**src/rtl/gpio_port_in_pkg.sv**
```systemverilog
// Shared constants for the 8-bit port input block: register offsets, PxIV codes,
// register-select enum and small decode helpers used by the top level.
package gpio_port_in_pkg;

    localparam logic [15:0] OFF_IN  = 16'h0000;
    localparam logic [15:0] OFF_IV  = 16'h000E;
    localparam logic [15:0] OFF_IES = 16'h0018;
    localparam logic [15:0] OFF_IE  = 16'h001A;
    localparam logic [15:0] OFF_IFG = 16'h001C;

    localparam logic [15:0] IV_NONE = 16'h0000;
    localparam logic [15:0] IV_BIT0 = 16'h0002;
    localparam logic [15:0] IV_BIT1 = 16'h0004;
    localparam logic [15:0] IV_BIT2 = 16'h0006;
    localparam logic [15:0] IV_BIT3 = 16'h0008;
    localparam logic [15:0] IV_BIT4 = 16'h000A;
    localparam logic [15:0] IV_BIT5 = 16'h000C;
    localparam logic [15:0] IV_BIT6 = 16'h000E;
    localparam logic [15:0] IV_BIT7 = 16'h0010;

    typedef enum logic [2:0] {
        SEL_NONE,
        SEL_IN,
        SEL_IV,
        SEL_IES,
        SEL_IE,
        SEL_IFG
    } regSel_e;

    // Exact 16-bit match, so odd byte addresses never select a register.
    function automatic regSel_e decodeAddr(input logic [15:0] addr, input logic [15:0] base);
        regSel_e sel;
        sel = SEL_NONE;
        if      (addr == 16'(base + OFF_IN))  sel = SEL_IN;
        else if (addr == 16'(base + OFF_IV))  sel = SEL_IV;
        else if (addr == 16'(base + OFF_IES)) sel = SEL_IES;
        else if (addr == 16'(base + OFF_IE))  sel = SEL_IE;
        else if (addr == 16'(base + OFF_IFG)) sel = SEL_IFG;
        return sel;
    endfunction

    // Lowest set flag has the highest priority.
    function automatic logic [15:0] ivEncode(input logic [7:0] ifg);
        logic [15:0] iv;
        casez (ifg)
            8'b???????1: iv = IV_BIT0;
            8'b??????10: iv = IV_BIT1;
            8'b?????100: iv = IV_BIT2;
            8'b????1000: iv = IV_BIT3;
            8'b???10000: iv = IV_BIT4;
            8'b??100000: iv = IV_BIT5;
            8'b?1000000: iv = IV_BIT6;
            8'b10000000: iv = IV_BIT7;
            default:     iv = IV_NONE;
        endcase
        return iv;
    endfunction

    function automatic logic [7:0] lowestBit(input logic [7:0] v);
        return v & (~v + 8'd1);
    endfunction

endpackage

```
**src/rtl/gpio_port_in_if.sv**
```systemverilog
// Peripheral memory bus seen by the port: byte address, write data, strobes, read data.
interface gpio_port_in_if;

    logic [15:0] MAB;
    logic [15:0] MDB_in;
    logic        MW;
    logic        MR;
    logic [15:0] MDB_out;

    modport master (
        output MAB,
        output MDB_in,
        output MW,
        output MR,
        input  MDB_out
    );

    modport slave (
        input  MAB,
        input  MDB_in,
        input  MW,
        input  MR,
        output MDB_out
    );

endinterface

```
**src/rtl/gpio_port_in_sync.sv**
```systemverilog
// WIDTH x STAGES flop-chain synchroniser with async active-low reset.
// Every stage is exported so the caller can tap the last two for edge detection.
module gpio_sync #(
    parameter int WIDTH  = 8,
    parameter int STAGES = 2
) (
    input  logic                          clk_i,
    input  logic                          rstN_i,
    input  logic [WIDTH-1:0]              data_i,
    output logic [STAGES-1:0][WIDTH-1:0]  stages_o
);

    logic [STAGES-1:0][WIDTH-1:0] stage_q;

    always_ff @(posedge clk_i or negedge rstN_i) begin
        if (!rstN_i) begin
            stage_q <= '0;
        end else begin
            stage_q[0] <= data_i;
            for (int i = 1; i < STAGES; i++) begin
                stage_q[i] <= stage_q[i-1];
            end
        end
    end

    assign stages_o = stage_q;

endmodule

```
**src/rtl/gpio_port_in.sv**
```systemverilog
// Input half of an 8-bit MSP430-style port: pad synchroniser, PxIN, edge interrupts
// (PxIES/PxIE/PxIFG) and the PxIV vector with read-to-clear. SYNC_STAGES must be 2 or 3.
module gpio_port_in
    import gpio_port_in_pkg::*;
#(
    parameter logic [15:0] BASE        = 16'h0200,
    parameter int          SYNC_STAGES = 2
) (
    input  logic           MCLK,
    input  logic           RST_n,
    input  logic [7:0]     PAD_IN,
    gpio_port_in_if.slave  bus,
    output logic           INT
);

    localparam logic [1:0] ARM_DONE = 2'(SYNC_STAGES);

    logic [SYNC_STAGES-1:0][7:0] syncStages;
    logic [7:0]  pxIn;
    logic [7:0]  newest;
    logic [7:0]  riseEdge;
    logic [7:0]  fallEdge;
    logic [7:0]  hwSet;
    logic [7:0]  ivClr;
    logic [7:0]  ifgBase;
    logic [15:0] pxIv;
    logic        armed;
    logic        writeEn;
    logic        readEn;
    regSel_e     regSel;
    logic        unusedMdbHi;

    logic [1:0]  armCnt_q,  armCnt_d;
    logic [7:0]  pxIes_q,   pxIes_d;
    logic [7:0]  pxIe_q,    pxIe_d;
    logic [7:0]  pxIfg_q,   pxIfg_d;

    gpio_sync #(
        .WIDTH  (8),
        .STAGES (SYNC_STAGES)
    ) uSync (
        .clk_i    (MCLK),
        .rstN_i   (RST_n),
        .data_i   (PAD_IN),
        .stages_o (syncStages)
    );

    assign pxIn        = syncStages[SYNC_STAGES-1];
    assign newest      = syncStages[SYNC_STAGES-2];
    assign unusedMdbHi = ^bus.MDB_in[15:8];

    assign regSel  = decodeAddr(bus.MAB, BASE);
    assign writeEn = bus.MW && (regSel != SEL_NONE);
    assign readEn  = bus.MR && (regSel != SEL_NONE);

    // Edges are masked until the synchroniser has been refilled after reset,
    // so the pad state present at reset release never raises a flag.
    assign armed    = (armCnt_q == ARM_DONE);
    assign armCnt_d = armed ? armCnt_q : armCnt_q + 2'd1;

    assign riseEdge = newest & ~pxIn;
    assign fallEdge = ~newest & pxIn;
    assign hwSet    = armed ? ((pxIes_q & fallEdge) | (~pxIes_q & riseEdge)) : 8'h00;

    assign pxIv  = ivEncode(pxIfg_q);
    assign ivClr = (readEn && (regSel == SEL_IV)) ? lowestBit(pxIfg_q) : 8'h00;

    // Software writes and IV clears first, hardware set ORed last so it always wins.
    always_comb begin
        pxIes_d = pxIes_q;
        pxIe_d  = pxIe_q;
        ifgBase = pxIfg_q & ~ivClr;
        if (writeEn) begin
            case (regSel)
                SEL_IES: pxIes_d = bus.MDB_in[7:0];
                SEL_IE:  pxIe_d  = bus.MDB_in[7:0];
                SEL_IFG: ifgBase = bus.MDB_in[7:0];
                default: ;
            endcase
        end
        pxIfg_d = ifgBase | hwSet;
    end

    always_ff @(posedge MCLK or negedge RST_n) begin
        if (!RST_n) begin
            armCnt_q <= '0;
            pxIes_q  <= '0;
            pxIe_q   <= '0;
            pxIfg_q  <= '0;
        end else begin
            armCnt_q <= armCnt_d;
            pxIes_q  <= pxIes_d;
            pxIe_q   <= pxIe_d;
            pxIfg_q  <= pxIfg_d;
        end
    end

    always_comb begin
        bus.MDB_out = 16'h0000;
        if (readEn) begin
            case (regSel)
                SEL_IN:  bus.MDB_out = {8'h00, pxIn};
                SEL_IV:  bus.MDB_out = pxIv;
                SEL_IES: bus.MDB_out = {8'h00, pxIes_q};
                SEL_IE:  bus.MDB_out = {8'h00, pxIe_q};
                SEL_IFG: bus.MDB_out = {8'h00, pxIfg_q};
                default: bus.MDB_out = 16'h0000;
            endcase
        end
    end

    assign INT = |(pxIfg_q & pxIe_q);

endmodule

```
**src/flat_wrapper.sv**
```systemverilog
// flat-port wrapper written by rule: the top's interface ports become plain ports
module gpio_port_in_flat import gpio_port_in_pkg::*;
#(
    parameter logic [15:0] BASE        = 16'h0200,
    parameter int          SYNC_STAGES = 2
)
  (MCLK, RST_n, PAD_IN, INT, bus_MAB, bus_MDB_in, bus_MW, bus_MR, bus_MDB_out);
  gpio_port_in_if bus_i ();
  input  logic MCLK;
  input  logic RST_n;
  input  logic [7:0] PAD_IN;
  output logic INT;
  input wire logic [$bits(bus_i.MAB)-1:0] bus_MAB;
  input wire logic [$bits(bus_i.MDB_in)-1:0] bus_MDB_in;
  input wire logic [$bits(bus_i.MW)-1:0] bus_MW;
  input wire logic [$bits(bus_i.MR)-1:0] bus_MR;
  output wire logic [$bits(bus_i.MDB_out)-1:0] bus_MDB_out;
  assign bus_i.MAB = bus_MAB;
  assign bus_i.MDB_in = bus_MDB_in;
  assign bus_i.MW = bus_MW;
  assign bus_i.MR = bus_MR;
  assign bus_MDB_out = bus_i.MDB_out;
  gpio_port_in #(.BASE(BASE), .SYNC_STAGES(SYNC_STAGES)) u_core (.MCLK(MCLK), .RST_n(RST_n), .PAD_IN(PAD_IN), .bus(bus_i), .INT(INT));
endmodule
```
**config.mk**
```make
export PLATFORM = sky130hd
export DESIGN_NAME = gpio_port_in_flat
export DESIGN_NICKNAME = d
export VERILOG_FILES = /design/src/rtl/gpio_port_in_pkg.sv /design/src/rtl/gpio_port_in_if.sv /design/src/rtl/gpio_port_in_sync.sv /design/src/rtl/gpio_port_in.sv /design/src/flat_wrapper.sv
export SDC_FILE = /design/constraint.sdc
export NUM_CORES = 1
export LEC_CHECK = 0
export ABC_AREA = 1
export BUFFER_PORTS_ARGS = -buffer_cell sky130_fd_sc_hd__buf_2
export CAP_MARGIN = 10
export CORE_MARGIN = 4
export CORE_UTILIZATION = 30
export CTS_CLUSTER_SIZE = 12
export DETAILED_ROUTE_END_ITERATION = 8
export SLEW_MARGIN = 30
export SYNTH_ARGS = -nofsm -noshare
export SYNTH_HDL_FRONTEND = slang
export SYNTH_HIERARCHICAL = 1
export SYNTH_SLANG_ARGS = --single-unit
```
**constraint.sdc**
```tcl
create_clock -name MCLK -period 1.29 [get_ports MCLK]
set_clock_uncertainty 0.05 [all_clocks]
set_input_delay 0.0645 -clock MCLK [delete_from_list [all_inputs] [get_ports MCLK]]
set_output_delay 0.0645 -clock MCLK [all_outputs]
set_load 0.01 [all_outputs]
```
-- Yosys cells after proc, flatten, opt, wreduce, memory -nomap -nowiden
Cells that the tools add are included.
- register bits after elaboration: 42
- bits in latches: 0
- bits in writable memories: 0
- memory bits (read-only): 0
- input bits: 44
- output and inout bits: 17
- word-level logic and storage cells: 59
- memories: 0
- add/sub/neg operators: 2
- multipliers: 0
- divide/modulo/power cells: 0
- magnitude comparators: 0
- equality and inequality tests: 18
- shift operators: 0
- multiplexer cells: 12
- bitwise logic cells: 14
- reduce and logical (&&, ||, !) cells: 7
- operator list (cell ; number):
    equality test 16 x 10 -> 1 bit, second input constant ; 5
    AND 8 bit ; 7
    inverter 8 bit ; 5
    one-hot mux 5 bit (8 select lines) ; 1
    one-hot mux 8 bit (5 select lines) ; 1
    two-way mux 8 bit ; 4
    two-way mux 16 bit ; 1
    bitwise OR 8 bit ; 2
    two-way mux 3 bit ; 5
    equality test 3 bit, second input constant ; 3
    adder 8 x 1 -> 8 bit, second input constant ; 1
    equality test 8 bit, second input constant ; 1
    OR reduction 8 bit ; 1
    equality test 7 bit, second input constant ; 1
    equality test 3 x 2 -> 1 bit, second input constant ; 2
    equality test 6 bit, second input constant ; 1
    equality test 5 bit, second input constant ; 1
    equality test 2 bit, second input constant ; 2
    equality test 4 bit, second input constant ; 1
    AND reduction 2 bit ; 2
    equality test 3 x 1 -> 1 bit, second input constant ; 1
    logical AND 1 bit ; 3
    nonzero test 3 bit ; 1
    adder 2 x 1 -> 2 bit, second input constant ; 1

-- Longest topological paths before layout
Gate-level depths: netlist of run 1.
- word-level depth: 15
- depth in mapped cells: 12
- gate-level depth less buffers: 12

-- Hierarchy
Netlist of run 1, hierarchy kept.
- by module, submodules not included (module ; times used ; cells an instance ; area each (µm²)):
    gpio_port_in ; 1 ; 325 ; 2159.6
    gpio_sync ; 1 ; 16 ; 400.4

-- Worst setup path before layout of run 1
Ideal clock, no wire load.
- path type: register to output
- from: register u_core.pxIfg_q[1]
- to: output port bus_MDB_out[1]
- arrival time: 1.221 ns
- setup slack: -0.045 ns
- cell stages (with the launch flop): 10
- cell sequence: dfrtp_1 > nor2_1 > nand2_1 > nor2_1 > nor2_1 > o21ai_0 > nor2_1 > nand3_1 > nand2_1 > inv_1
- word-level cells in the longest chain between the ends: 4
- elaborated cells on any way between the ends: 10
- RTL lines (element ; RTL line ; source):
    from (decl) ; gpio_port_in.sv:36 ; logic [7:0] pxIfg_q, pxIfg_d;
    from (signal assigned) ; gpio_port_in.sv:94 ; pxIfg_q <= pxIfg_d;
    equality test 8 bit, or another cell as far along ; gpio_port_in_pkg.sv:45 ; casez (ifg)
    one-hot mux 5 bit (8 select lines) ; gpio_port_in_pkg.sv:45 ;
    one-hot mux 8 bit (5 select lines) (*) ; gpio_port_in.sv:101 ; case (regSel)
    two-way mux 16 bit (*) ; gpio_port_in.sv:100 ; if (readEn) begin
    to (decl) ; flat_wrapper.sv:17 ; output wire logic [$bits(bus_i.MDB_out)-1:0] bus_MDB_out;
Every way passes the cells marked *; elsewhere a longest branch is shown, timed or not.

-- Worst setup path after layout of run 1
- from: register u_core.pxIfg_q[1]
- to: output port bus_MDB_out[2]
- word-level cells in the longest chain between the ends: 4
- elaborated cells on any way between the ends: 10
- RTL lines (element ; RTL line):
    equality test 8 bit, or another cell as far along ; gpio_port_in_pkg.sv:45
    one-hot mux 5 bit (8 select lines) (*) ; gpio_port_in_pkg.sv:45
    one-hot mux 8 bit (5 select lines) (*) ; gpio_port_in.sv:101
    two-way mux 16 bit (*) ; gpio_port_in.sv:100
Marks and branches as above.

==> impl_metrics.json, run 1 <==
{
  "status": "finished, violations left",
  "failing_checks": "setup timing",
  "multi_input_combinational_cell_area_um2": 1350,
  "chipWidth_um": 100,
  "hold_path_class": "in2reg",
  "cts.sink_count": 42,
  "count_of_yosys_warnings_during_synthesis": 6,
  "cts_inserted_buffers": 5,
  "whs_path_depth": 4,
  "maxCapViolCount": 0,
  "fillerInstances": 851,
  "critical_path.max_fanout": 3,
  "ports": 61,
  "final_net_count": 502,
  "insertion_delay_ns": 0.29,
  "netlist-cell-type-count": 32,
  "clock_transition_at_path_regs_ns": 0.08,
  "worst_hold_path.endpoint": "u_core/pxIfg_q[7]$_DFF_PN0_",
  "synth_seq_cells": 42,
  "worst-r2r-cell-count": 9,
  "synth_area_leader_cell": "sky130_fd_sc_hd__dfrtp_1",
  "number_of_global_route_vias_before_repair": 2435,
  "syn2layout_area_growth_pct": 49.5,
  "required_ns": 1.18,
  "synth_common_cells": "sky130_fd_sc_hd__inv_1, sky130_fd_sc_hd__nand2_1, sky130_fd_sc_hd__dfrtp_1, sky130_fd_sc_hd__nor2_1, sky130_fd_sc_hd__nand3_1",
  "regArea_um2": 1050,
  "cts_max_path_buffers": 2,
  "vias": 2551,
  "fin_ws_ns": -0.522,
  "setup_viol": 12,
  "detail_route_antenna_nets": 0,
  "syn-mean-instance-area_um2": 7.51,
  "finalCritPeriodShare_pct": 140,
  "placedInstanceArea_um2": 3180,
  "pwr_density_cell_nw_per_um2": 693,
  "final-hold-violation-count": 0,
  "cp_data_arrival_time_ns": 1.70,
  "die_area_um2": 10100,
  "io_buffers": 44,
  "seq_area_frac_synth_pct": 41.1,
  "finish.instance_area_um2": 3830,
  "yosys_most_used_dff": "sky130_fd_sc_hd__dfrtp_1",
  "crit_path_start_kind": "flip-flop",
  "remaining_drc_errors": 0,
  "post_synth_inst_count": 341,
  "startpoint_of_the_lowest_slack_register_to_register_path": "u_core/pxIfg_q[0]$_DFF_PN0_",
  "end_kind": "output port",
  "wl_um": 7240,
  "grt_antenna_before_repair": 0,
  "gp_congestion": 0.960,
  "fin_util_pct": 46.3,
  "dieHeight_um": 100,
  "reg2reg_to": "u_core/pxIfg_q[7]$_DFF_PN0_",
  "timing.final.max_slew_violations": 0,
  "post_drt_wl_per_cell_um": 12.9,
  "post_synth_instance_area_um2": 2560,
  "finalCriticalPeriod_ns": 1.81,
  "global_route_wire_length_before_repair_um": 11500,
  "placementRows": 33,
  "num_antenna_cells": 0,
  "synthDominantCellAreaShare_pct": 41.1,
  "criticalPathCategory": "reg2out",
  "r2r_slack_ns": -0.19,
  "grtUsageTotal_pct": 14.5,
  "cts.root.buffer_cell": "sky130_fd_sc_hd__clkbuf_8",
  "unrepaired_setup_endpoints_after_global_routing": "yes",
  "synth.area.top_cells": "sky130_fd_sc_hd__dfrtp_1, sky130_fd_sc_hd__inv_1, sky130_fd_sc_hd__nand2_1",
  "detailedRoute.firstPassIterationCount": 6,
  "achievable-frequency_mhz": 552,
  "worstHoldStart": "bus_MR",
  "htree_num_levels": 2,
  "core_area_um2": 8260,
  "ir_worst_vdd_mv": 0.441,
  "grt-ovfl-total": 0,
  "edff_count_synth": 0,
  "start_util_pct": 31.0,
  "grt_start_max_net_pins": 43,
  "post_route_cells_drive_above_1_share_pct": 36.9,
  "tritoncts": "done",
  "leakage_nw": 2.08,
  "vias_per_inst": 4.53,
  "drtIter0Drc": 149,
  "ys_async_sr_fraction_pct": 100,
  "post-dp-hpwl_um": 5160
}
-- cell families (layout without fill, tap and decap cells) --
kind of cell    count (synthesis)  in the layout  share of synthesized area, %
simple gates                  149            149                          28.9
buf+inv                        86            196                          13.8
compound gates                 53             53                          12.1
flops                          42             42                          41.1
mux                             8              8                          3.13
fa+ha+maj                       1              1                         0.489
other cells                     1              8                         0.146
xor+xnor                        1              1                         0.342
-- layer usage --
metal  track usage (%)  share of wire (%)
met5                 0                  0
met4              3.73                1.1
met3              2.85                5.2
met2              24.6                 50
met1              18.8                 44
-- flip-flops by register name, indices dropped and copies added, names as in the netlist --
name / flops
u_core/uSync/stages_o: 16
u_core/pxIes_q: 8
u_core/armCnt_q: 2
u_core/pxIe_q: 8
u_core/pxIfg_q: 8
-- critical path: stages (launching register included) --
cell	delay [ns]
sky130_fd_sc_hd__dfrtp_2	0.45
sky130_fd_sc_hd__buf_4	0.15
sky130_fd_sc_hd__o21ai_1	0.18
sky130_fd_sc_hd__o21ai_2	0.07
sky130_fd_sc_hd__nand2_1	0.08
sky130_fd_sc_hd__nand2_1	0.05
sky130_fd_sc_hd__nor2_1	0.08
sky130_fd_sc_hd__nand3_1	0.08
sky130_fd_sc_hd__nand2_1	0.09
sky130_fd_sc_hd__inv_1	0.04
sky130_fd_sc_hd__buf_2	0.13
-- how the worst max path moves through the flow --
stage,from,end,slack [ns],cells past startpoint
3_5_place_dp,bus_MAB[15],u_core/pxIes_q[0]$_DFFE_PN0P_,-0.29,9
6_report,u_core/pxIfg_q[1]$_DFF_PN0_,bus_MDB_out[2],-0.52,10
4_1_cts,u_core/pxIfg_q[1]$_DFF_PN0_,bus_MDB_out[2],-0.50,10
2_1_floorplan,u_core/pxIfg_q[0]$_DFF_PN0_,bus_MDB_out[1],0.02,9
3_3_place_gp,bus_MAB[15],u_core/pxIfg_q[1]$_DFF_PN0_,-0.29,10
5_1_grt,u_core/pxIfg_q[0]$_DFF_PN0_,bus_MDB_out[2],-0.65,10
-- power breakdown --
| part | internal, mW | switching, mW |
|---|---|---|
| Combinational | 0.139 | 0.146 |
| Clock | 0.579 | 0.431 |
| Sequential | 1.34 | 0.0166 |
| Total | 2.06 | 0.594 |
-- stage by stage --
step	hold slack, ns	setup WS, ns	power (mW)	TNS, ns	std cells
finish	0.0298	-0.522	2.65	-3.65	563
global route	0.0213	-0.646	2.80	-5.15	563
CTS	0.0254	-0.499	2.67	-3.51	558
detailed placement	0.00648	-0.289	1.59	-6.62	526
global placement	0.00607	-0.287	1.59	-6.32	526
floorplan	-0.281	0.0154	1.48	0	348
-- area by class of cell --
type                       instances  area share, %
multi-input combinational        220           35.2
sequential                        42           27.5
timing repair buffer             112           23.5
inverter                          76           7.58
tap                              105           3.43
clock buffer                       7           1.99
clock inverter                     1          0.785
-- cells in the final DEF (no fill, tap or decap), types with 6 or more instances in the layout --
cell | synthesis | final
sky130_fd_sc_hd__nand2_1 | 68 | 62
sky130_fd_sc_hd__nand3_2 | 0 | 6
sky130_fd_sc_hd__a21oi_1 | 13 | 12
sky130_fd_sc_hd__dfrtp_1 | 42 | 41
sky130_fd_sc_hd__o211ai_1 | 6 | 6
sky130_fd_sc_hd__o21ai_0 | 17 | 11
sky130_fd_sc_hd__inv_1 | 68 | 60
sky130_fd_sc_hd__buf_4 | 8 | 42
sky130_fd_sc_hd__inv_2 | 8 | 14
sky130_fd_sc_hd__nand3_1 | 24 | 18
sky130_fd_sc_hd__o21ai_1 | 8 | 12
sky130_fd_sc_hd__buf_2 | 1 | 32
sky130_fd_sc_hd__mux2i_1 | 8 | 8
sky130_fd_sc_hd__nand2_2 | 4 | 6
sky130_fd_sc_hd__buf_6 | 0 | 19
sky130_fd_sc_hd__nor2_2 | 8 | 9
sky130_fd_sc_hd__conb_1 | 1 | 8
sky130_fd_sc_hd__nor2_1 | 28 | 20
sky130_fd_sc_hd__nor2_4 | 3 | 10
sky130_fd_sc_hd__dlygate4sd3_1 | 0 | 17
-- timing repair --
| item | in CTS | in global routing |
|---|---|---|
| pin swaps | 28 | 23 |
| resized for setup | 40 | 35 |
| endpoints found under the setup margin | 12 | 24 |
| hold buffers | 17 | 0 |
| buffers inserted | 30 | 8 |
| endpoints found under the hold margin | 73 | 0 |
Note: power is estimated with default switching activity, not from simulation.
==> inputs of run 2 (changes only) <==
==> constraint.sdc (replaced) <==
create_clock -name MCLK -period 2 [get_ports MCLK]
set_clock_uncertainty 0.05 [all_clocks]
set_input_delay 0.1 -clock MCLK [delete_from_list [all_inputs] [get_ports MCLK]]
set_output_delay 0.1 -clock MCLK [all_outputs]
set_load 0.01 [all_outputs]
==> impl_metrics.json, run 2 (synthesized netlist as in run 1, its figures left out) <==
{
  "ir_worst_vdd_mv": 0.275,
  "fin_util_pct": 38.8,
  "clock_transition_at_path_regs_ns": 0.08,
  "grt_start_max_net_pins": 43,
  "placementRows": 33,
  "chipWidth_um": 100,
  "cts.root.buffer_cell": "sky130_fd_sc_hd__clkbuf_8",
  "whs_ns": 0.00877,
  "pwr-share-clk_pct": 39.2,
  "seq_power_share_pct": 52.1,
  "design_power_total_mw": 1.68,
  "status": "finished, final reports clean",
  "power_report.internal_total_mw": 1.30,
  "post_drt_wl_per_cell_um": 12.4,
  "insertion_delay_ns": 0.29,
  "slew_headroom_pct": 63.6,
  "grtUsageTotal_pct": 13.6,
  "hold_path_class": "in2reg",
  "tritoncts": "done",
  "sw_frac_of_total_pct": 22.5,
  "power.share.combinational_pct": 8.7,
  "core_area_um2": 8260,
  "worstHoldStart": "bus_MDB_in[4]",
  "critical_path.max_fanout": 6,
  "post-dp-hpwl_um": 4830,
  "final_net_count": 457,
  "max_slew.worst_pin.slew_ns": 0.546,
  "num_antenna_cells": 0,
  "unrepaired_setup_endpoints_after_global_routing": "yes",
  "timing.final.max_slew_violations": 0,
  "pwr_density_cell_nw_per_um2": 524,
  "finalCritPeriodShare_pct": 93.7,
  "post_route_cells_drive_above_1_share_pct": 22.5,
  "detail_route_antenna_nets": 0,
  "crit_path_start_kind": "flip-flop",
  "wl_um": 6400,
  "maxCapViolCount": 0,
  "vias": 2376,
  "number_of_global_route_vias_before_repair": 2306,
  "leakage_nw": 1.72,
  "worst-r2r-cell-count": 6,
  "achievable-frequency_mhz": 534,
  "die_area_um2": 10100,
  "vias_per_inst": 4.59,
  "end_kind": "output port",
  "gp_congestion": 0.897,
  "cts.sink_count": 42,
  "p_sw_mw": 0.378,
  "required_ns": 1.85,
  "global_route_wire_length_before_repair_um": 10800,
  "htree_num_levels": 2,
  "final-hold-violation-count": 0,
  "ports": 61,
  "startpoint_of_the_lowest_slack_register_to_register_path": "u_core/armCnt_q[0]$_DFFE_PN0N_",
  "setup_viol": 0,
  "remaining_drc_errors": 0,
  "criticalPathCategory": "reg2out",
  "drtIter0Drc": 143,
  "io_buffers": 44,
  "r2r_slack_ns": 0.55,
  "grt-ovfl-total": 0,
  "detailedRoute.firstPassIterationCount": 4,
  "cp_data_arrival_time_ns": 1.72,
  "dieHeight_um": 100,
  "cts_max_path_buffers": 2,
  "grt_antenna_before_repair": 0,
  "layout.cells.most_common_list": "sky130_fd_sc_hd__inv_1, sky130_fd_sc_hd__nand2_1, sky130_fd_sc_hd__buf_2",
  "finalCriticalPeriod_ns": 1.87,
  "worst_hold_path.endpoint": "u_core/pxIes_q[4]$_DFFE_PN0P_",
  "largest_register_ffs": 16,
  "cts_inserted_buffers": 5,
  "whs_path_depth": 3,
  "start_util_pct": 31.0,
  "reg2reg_to": "u_core/pxIfg_q[2]$_DFF_PN0_",
  "fillerInstances": 881,
  "syn2layout_area_growth_pct": 25.2
}
run 2: changes by cell type in the layout (fill, tap and decap cells not counted), sizes merged:
cell and change:
buf -43, dlygate4sd3 -2
run 2: critical path, cell delays in order (launching register included):
cell,delay (ns)
sky130_fd_sc_hd__dfrtp_2,0.46
sky130_fd_sc_hd__buf_4,0.15
sky130_fd_sc_hd__o21ai_0,0.17
sky130_fd_sc_hd__o21ai_1,0.10
sky130_fd_sc_hd__nand2_1,0.08
sky130_fd_sc_hd__nand2_1,0.05
sky130_fd_sc_hd__nor2_1,0.08
sky130_fd_sc_hd__nand3_1,0.08
sky130_fd_sc_hd__nand2_1,0.08
sky130_fd_sc_hd__inv_1,0.04
sky130_fd_sc_hd__buf_2,0.13
run 2: per-layer routing:
metal	vias to the layer above	wire length (um)	GRT usage [%]	share of wire [%]
met2	64	3040	22.8	47
met5	-	0	0	0
met4	0	86	4.04	1.3
met1	1108	2940	17.9	46
li1	1199	-	-	-
met3	5	338	2.15	5.3
run 2: worst max path at each step:
stage	start	endpoint	depth (start not counted)	slack, ns
floorplan	u_core/pxIfg_q[1]$_DFF_PN0_	bus_MDB_out[1]	9	0.63
global placement	bus_MAB[15]	bus_MDB_out[0]	11	0.20
detailed placement	bus_MAB[13]	bus_MDB_out[3]	11	0.18
CTS	u_core/pxIfg_q[2]$_DFF_PN0_	bus_MDB_out[1]	10	0.01
global route	u_core/pxIfg_q[1]$_DFF_PN0_	bus_MDB_out[3]	10	-0.007
finish	u_core/pxIfg_q[2]$_DFF_PN0_	bus_MDB_out[2]	10	0.13
run 2: cell type report:
class                   instances  area (um2)  area share, %
well taps                     105         131           4.10
clock buffers                   7        76.3           2.38
clock inverters                 1        30.0          0.937
repair buffers                 67         430           13.4
multi-input cells             220        1200           37.3
flip-flops and latches         42        1060           32.9
inverters                      76         285           8.90
run 2: metrics by stage:
| step | instance area, um2 | TNS, ns | instances | setup slack, ns |
|---|---|---|---|---|
| finish | 3210 | 0 | 518 | 0.127 |
| floorplan | 2590 | 0 | 348 | 0.629 |
| global placement | 2920 | 0 | 494 | 0.203 |
| detailed placement | 2920 | 0 | 494 | 0.181 |
| CTS | 3180 | 0 | 517 | 0.0107 |
| global route | 3210 | -0.00652 | 518 | -0.00652 |
run 2: power groups by stage:
| stage | registers (mW) | clock network (mW) | logic, mW |
|---|---|---|---|
| finish | 0.875 | 0.659 | 0.146 |
| global route | 0.877 | 0.724 | 0.167 |
| CTS | 0.875 | 0.687 | 0.149 |
| detailed placement | 0.892 | 0 | 0.126 |
| global placement | 0.891 | 0 | 0.122 |
| floorplan | 0.889 | 0 | 0.0663 |
run 2: what timing repair did:
action | in CTS | in global routing
hold endpoints to repair | 61 | 0
endpoints found under the setup margin | 1 | 4
hold buffers | 15 | 0
buffers inserted | 0 | 1
resized for setup | 1 | 9
